$ cat config.mk
export PLATFORM = sky130hd
export DESIGN_NAME = mem_master
export DESIGN_NICKNAME = d
export VERILOG_FILES = /design/src/rtl/mem_master_pkg.sv /design/src/rtl/mem_master.sv
export SDC_FILE = /design/constraint.sdc
export NUM_CORES = 1
export LEC_CHECK = 0
export CORE_MARGIN = 2
export CORE_UTILIZATION = 40
export CTS_CLUSTER_DIAMETER = 100
export DETAILED_ROUTE_END_ITERATION = 8
export GPL_ROUTABILITY_DRIVEN = 0
export GPL_TIMING_DRIVEN = 0
export HOLD_SLACK_MARGIN = 0.06
export PLACE_DENSITY = 0.87
export SYNTH_ARGS = -nofsm -noshare
export SYNTH_HDL_FRONTEND = slang
export SYNTH_SLANG_ARGS = --single-unit
$ cat constraint.sdc
create_clock -name clk -period 2.05 [get_ports clk]
set_input_delay 0.205 -clock clk [delete_from_list [all_inputs] [get_ports clk]]
set_output_delay 0.205 -clock clk [all_outputs]
set_load 0.01 [all_outputs]
$ cat src/rtl/mem_master_pkg.sv
// Shared definitions for mem_master: FSM state encoding, read-latency limits
// and the byte-lane merge used by sub-word stores.
package mem_master_pkg;

    typedef enum logic [2:0] {
        IDLE,
        RD_ISSUE,
        RD_WAIT,
        MERGE,
        WR,
        RESP
    } state_t;

    localparam int RD_LAT_MIN = 1;
    localparam int RD_LAT_MAX = 4;

    // Enabled byte lanes come from new_w, the rest keep old_w.
    function automatic logic [31:0] merge_bytes(input logic [31:0] old_w,
                                                input logic [31:0] new_w,
                                                input logic [3:0]  be);
        logic [31:0] w;
        w = old_w;
        for (int i = 0; i < 4; i++) begin
            if (be[i]) w[8*i +: 8] = new_w[8*i +: 8];
        end
        return w;
    endfunction

endpackage

$ cat src/rtl/mem_master.sv
// Single-outstanding CPU-to-memory request master with range checking.
// Define MEM_MASTER_SUBWORD_EN to enable byte-enable stores via read-modify-write.
module mem_master
    import mem_master_pkg::*;
#(
    parameter int MEM_WORDS = 257,
    parameter int RD_LAT    = 1
) (
    input  logic        clk,
    input  logic        rst_n,
    input  logic        req_valid,
    output logic        req_ready,
    input  logic        req_wr,
    input  logic [31:0] req_addr,
    input  logic [31:0] req_wdata,
    input  logic [3:0]  req_be,
    output logic        resp_valid,
    input  logic        resp_ready,
    output logic [31:0] resp_rdata,
    output logic        resp_err,
    output logic [31:0] mem_addr,
    output logic [31:0] mem_in,
    input  logic [31:0] mem_out,
    output logic        mem_read_sig,
    output logic        mem_wrt_sig
);

    localparam int                CNT_W     = $clog2(RD_LAT + 1);
    localparam logic [CNT_W-1:0]  CNT_LOAD  = CNT_W'(RD_LAT);
    localparam logic [CNT_W-1:0]  CNT_LAST  = CNT_W'(1);
    localparam logic [31:0]       MEM_LIMIT = 32'(MEM_WORDS);

    if (RD_LAT < RD_LAT_MIN || RD_LAT > RD_LAT_MAX) begin : g_bad_rd_lat
        $error("mem_master: RD_LAT out of range");
    end

    state_t            state, state_nx;
    logic [CNT_W-1:0]  cnt;
    logic              wr_q;
    logic [31:0]       addr_q;
    logic [31:0]       mem_in_q;
    logic [31:0]       rdata_q;
    logic              err_q;
    logic              oob;

    assign oob = (req_addr >= MEM_LIMIT);

`ifdef MEM_MASTER_SUBWORD_EN
    logic [3:0]  be_q;
    logic [31:0] rmw_q;
`else
    logic unused_be;
    assign unused_be = ^req_be;
`endif

    always_ff @(posedge clk or negedge rst_n) begin
        if (!rst_n) begin
            state    <= IDLE;
            cnt      <= '0;
            wr_q     <= 1'b0;
            addr_q   <= '0;
            mem_in_q <= '0;
            rdata_q  <= '0;
            err_q    <= 1'b0;
`ifdef MEM_MASTER_SUBWORD_EN
            be_q     <= '0;
            rmw_q    <= '0;
`endif
        end else begin
            state <= state_nx;
            case (state)
                IDLE: if (req_valid) begin
                    addr_q   <= req_addr;
                    wr_q     <= req_wr;
                    mem_in_q <= req_wdata;
                    err_q    <= oob;
`ifdef MEM_MASTER_SUBWORD_EN
                    be_q     <= req_be;
`endif
                end
                RD_ISSUE: cnt <= CNT_LOAD;
                RD_WAIT: begin
                    cnt <= cnt - CNT_LAST;
                    // Last wait cycle: mem_out is valid now.
                    if (cnt == CNT_LAST && !wr_q) rdata_q <= mem_out;
`ifdef MEM_MASTER_SUBWORD_EN
                    if (cnt == CNT_LAST && wr_q) rmw_q <= mem_out;
`endif
                end
`ifdef MEM_MASTER_SUBWORD_EN
                MERGE: mem_in_q <= merge_bytes(rmw_q, mem_in_q, be_q);
`endif
                RESP: if (resp_ready) begin
                    rdata_q <= '0;
                    err_q   <= 1'b0;
                end
                default: ;
            endcase
        end
    end

    always_comb begin
        state_nx     = state;
        req_ready    = 1'b0;
        resp_valid   = 1'b0;
        mem_read_sig = 1'b0;
        mem_wrt_sig  = 1'b0;
        case (state)
            IDLE: begin
                req_ready = 1'b1;
                if (req_valid) begin
                    if (oob)                  state_nx = RESP;
                    else if (!req_wr)         state_nx = RD_ISSUE;
`ifdef MEM_MASTER_SUBWORD_EN
                    else if (req_be == 4'h0)  state_nx = RESP;
                    else if (req_be != 4'hF)  state_nx = RD_ISSUE;
`endif
                    else                      state_nx = WR;
                end
            end
            RD_ISSUE: begin
                mem_read_sig = 1'b1;
                state_nx     = RD_WAIT;
            end
            RD_WAIT: if (cnt == CNT_LAST) begin
`ifdef MEM_MASTER_SUBWORD_EN
                state_nx = wr_q ? MERGE : RESP;
`else
                state_nx = RESP;
`endif
            end
`ifdef MEM_MASTER_SUBWORD_EN
            MERGE: state_nx = WR;
`endif
            WR: begin
                mem_wrt_sig = 1'b1;
                state_nx    = RESP;
            end
            RESP: begin
                resp_valid = 1'b1;
                if (resp_ready) state_nx = IDLE;
            end
            default: state_nx = IDLE;
        endcase
    end

    assign mem_addr   = addr_q;
    assign mem_in     = mem_in_q;
    assign resp_rdata = rdata_q;
    assign resp_err   = err_q;

endmodule

==> flow_summary.yaml <==
outcome:
  status: "completed"
synth:
  synth_top_area_share_pct: 64.4
  synth_ff_type: "dfrtp_1"
  synth.most_common_cell: "nand2_1"
  synth-async-reset-ratio_pct: 100
  yosysWarnings: 0
  synth_cells: 362
  ys_seq_elements: 102
  synth-edff-count: 0
  avgSynthCellArea_sq_um: 10.9
  yosys.area.top_type: "dfrtp_1"
  synth_commonest_cells: "151 x nand2_1, 102 x dfrtp_1, 32 x a22o_1"
  synth-seq-area-share_pct: 64.4
  synthTopCellsByArea: "dfrtp_1 64%, nand2_1 14%, a22o_1 7.1%"
  synth_area_sq_um: 3960
  synth_cell_type_count: 29
  synthesis.nets: 467
clocking:
  cts_setup_buffers: 0
  cts_htree_levels: 3
  clk-insertion-delay-late_ns: 0.35
  cts_root_buf: "clkbuf_8"
  path_clk_slew_ns: 0.09
  cts_buffers: 9
  clock-sinks: 102
  cts_buffer_depth: 2
  cts_tree: "done"
placed_design:
  hpwl_um: 8820
  io_buffers: 201
  placed_cell_area_sq_um: 6170
timing:
  slew_headroom_pct: 55.9
  max_freq_mhz: 523
  tightest_slew_ns: 0.661
  drv_slew: 0
  rsz0062_at_grt: "no"
  setup_viol: 0
  finalClockSkew_ns: 0.00685
  period_share_pct: 93.3
  hold_violations: 0
  min_period_ns: 1.91
hold_path:
  hp-class: "in -> reg"
floorplan:
  fp-row-count: 36
  design.die.area_sq_um: 10700
  io_pins: 206
  initial_utilization_pct: 40.9
  die_w_um: 104
  die_y_um: 104
  coreArea_sq_um: 9680
global_route:
  grt-ovfl-total: 0
  antenna_found_initial: 0
  grt_max_degree: 53
  grt_pass1_vias: 3638
  grt_use_total_pct: 21.8
  grt_pass1_wl_um: 18600
setup_path:
  worst_setup_path_start_kind: "register"
  rr_endpoint: "resp_rdata[17]"
  cp-startpoint: "state[0]"
  reg2reg_from: "state[2]"
  cp_max_fo: 7
  arrival_ns: 1.71
  end_kind: "output pin"
  required_ns: 1.85
  crit_end: "req_ready"
  r2r_cells: 6
  reg2reg_setup_slack_ns: 0.29
  worstSetupPathType: "reg -> out"
power_and_ir_drop:
  pwr-share-clk_pct: 13.4
  powerDensity_nw_per_um2: 1300
  p_seq_share_pct: 39.6
  power.leakage_nw: 2.95
  p_sw_share_pct: 34.4
  power.internal_mw: 5.42
  power_frac_comb_pct: 47.0
  p_switching_mw: 2.84
  peakVddDrop_mv: 0.618
  total_power_mw: 8.26
final_layout:
  antenna_cells: 0
  fin_area_sq_um: 6350
  nFillCells: 745
  nets: 681
  drive_above_1_share_pct: 8.95
  area_growth_pct: 60.2
routing:
  finalWirelength_um: 11400
  drc: 0
  wl_per_cell_um: 15.9
  firstDrtPassIters: 7
  drt_iter0_drc: 139
  ant_nets: 0
  vias_per_cell: 4.81
  vias: 3431
flow_run:
  max_cap_viol_count: 0
-- placed cells by master (no fill, tap or decap), types with 2 or more instances in the layout --
| master | instances |
|---|---|
| nor2_1 | 3 |
| inv_1 | 5 |
| a31oi_1 | 2 |
| o21ai_0 | 2 |
| a22o_1 | 32 |
| clkbuf_8 | 9 |
| buf_6 | 4 |
| buf_4 | 2 |
| clkbuf_1 | 6 |
| dfrtp_1 | 102 |
| clkinv_2 | 3 |
| buf_2 | 10 |
| clkinvlp_4 | 2 |
| nor3_1 | 2 |
| mux2_2 | 15 |
| nand2_1 | 151 |
| nor4_1 | 7 |
| clkdlybuf4s50_1 | 198 |
| nand2b_1 | 2 |
| a21oi_1 | 5 |
-- power by group through the flow --
| stage | registers [mW] | clock network [mW] | logic, mW |
|---|---|---|---|
| finish | 3.27 | 1.11 | 3.89 |
| global route | 3.37 | 1.24 | 4.21 |
| CTS | 3.28 | 1.15 | 3.94 |
| detailed placement | 3.31 | 0 | 3.92 |
| global placement | 3.26 | 0 | 3.79 |
| floorplan | 3.62 | 0 | 1.35 |
-- critical path, cell delays in order (launching register included) --
cell	delay [ns]
dfrtp_1	0.48
nor3_2	0.27
clkdlybuf4s50_1	0.60
-- worst min path at each step --
stage | startpoint | endpoint | slack, ns | depth (start not counted)
6_report | req_wdata[31] | mem_in[31] | 0.37 | 3
5_1_grt | req_wdata[15] | mem_in[15] | 0.35 | 3
4_1_cts | req_wdata[31] | mem_in[31] | 0.35 | 3
3_5_place_dp | rst_n | resp_rdata[0] | 0.28 | 1
3_3_place_gp | mem_addr[7] | mem_addr[7] | 0.46 | 2
2_1_floorplan | rst_n | cnt | -0.09 | 0
-- stage by stage --
step	cells	utilization, %	setup WS (ns)	TNS, ns	hold slack, ns
after detailed placement	697	63.7	0.0522	0	0.276
final	714	65.5	0.138	0	0.370
after CTS	714	65.5	0.0250	0	0.346
after floorplan	362	-	0.381	0	-0.0906
after global placement	696	63.4	-2.83	-287.84	0.457
after global routing	714	65.5	0.0412	0	0.355
-- repair_timing --
action	in CTS	in global routing
hold buffers	1	0
endpoints found under the setup margin	1	1
cloned	0	0
gates resized for setup	2	1
endpoints found under the hold margin	51	0
-- kinds of logic after synthesis --
group | synth area share, %
AO/OA/AOI/OAI | 9.31
XOR/XNOR | 0.221
buffers and inverters | 3.54
flip-flops | 64.4
multiplexers | 4.52
AND/OR/NAND/NOR | 18.0
-- metal layers --
layer	global-route usage [%]	routed length [um]	share of wire [%]	vias up
met5	0	0	0	-
li1	-	-	-	1627
met1	24.8	4470	39	1632
met4	8.11	277	2.4	0
met3	7.61	938	8.2	18
met2	37.9	5700	50	154
-- area by class of cell --
cell class,instances,area (sq um),area share [%]
Inverter,5,18.8,0.296
Sequential cell,102,2550,40.2
Buffer,20,121,1.91
Multi-Input combinational cell,235,1270,20.1
Clock inverter,6,38.8,0.611
Timing Repair Buffer,203,2050,32.3
Tap cell,133,166,2.62
Clock buffer,10,128,2.01
-- flip-flops by register name, summed over array words and instances (netlist names) --
register    flops
cnt             1
mem_addr       32
mem_in         32
resp_err        1
resp_rdata     32
state           3
wr_q            1
No activity file was read; power rests on OpenSTA's default activity.
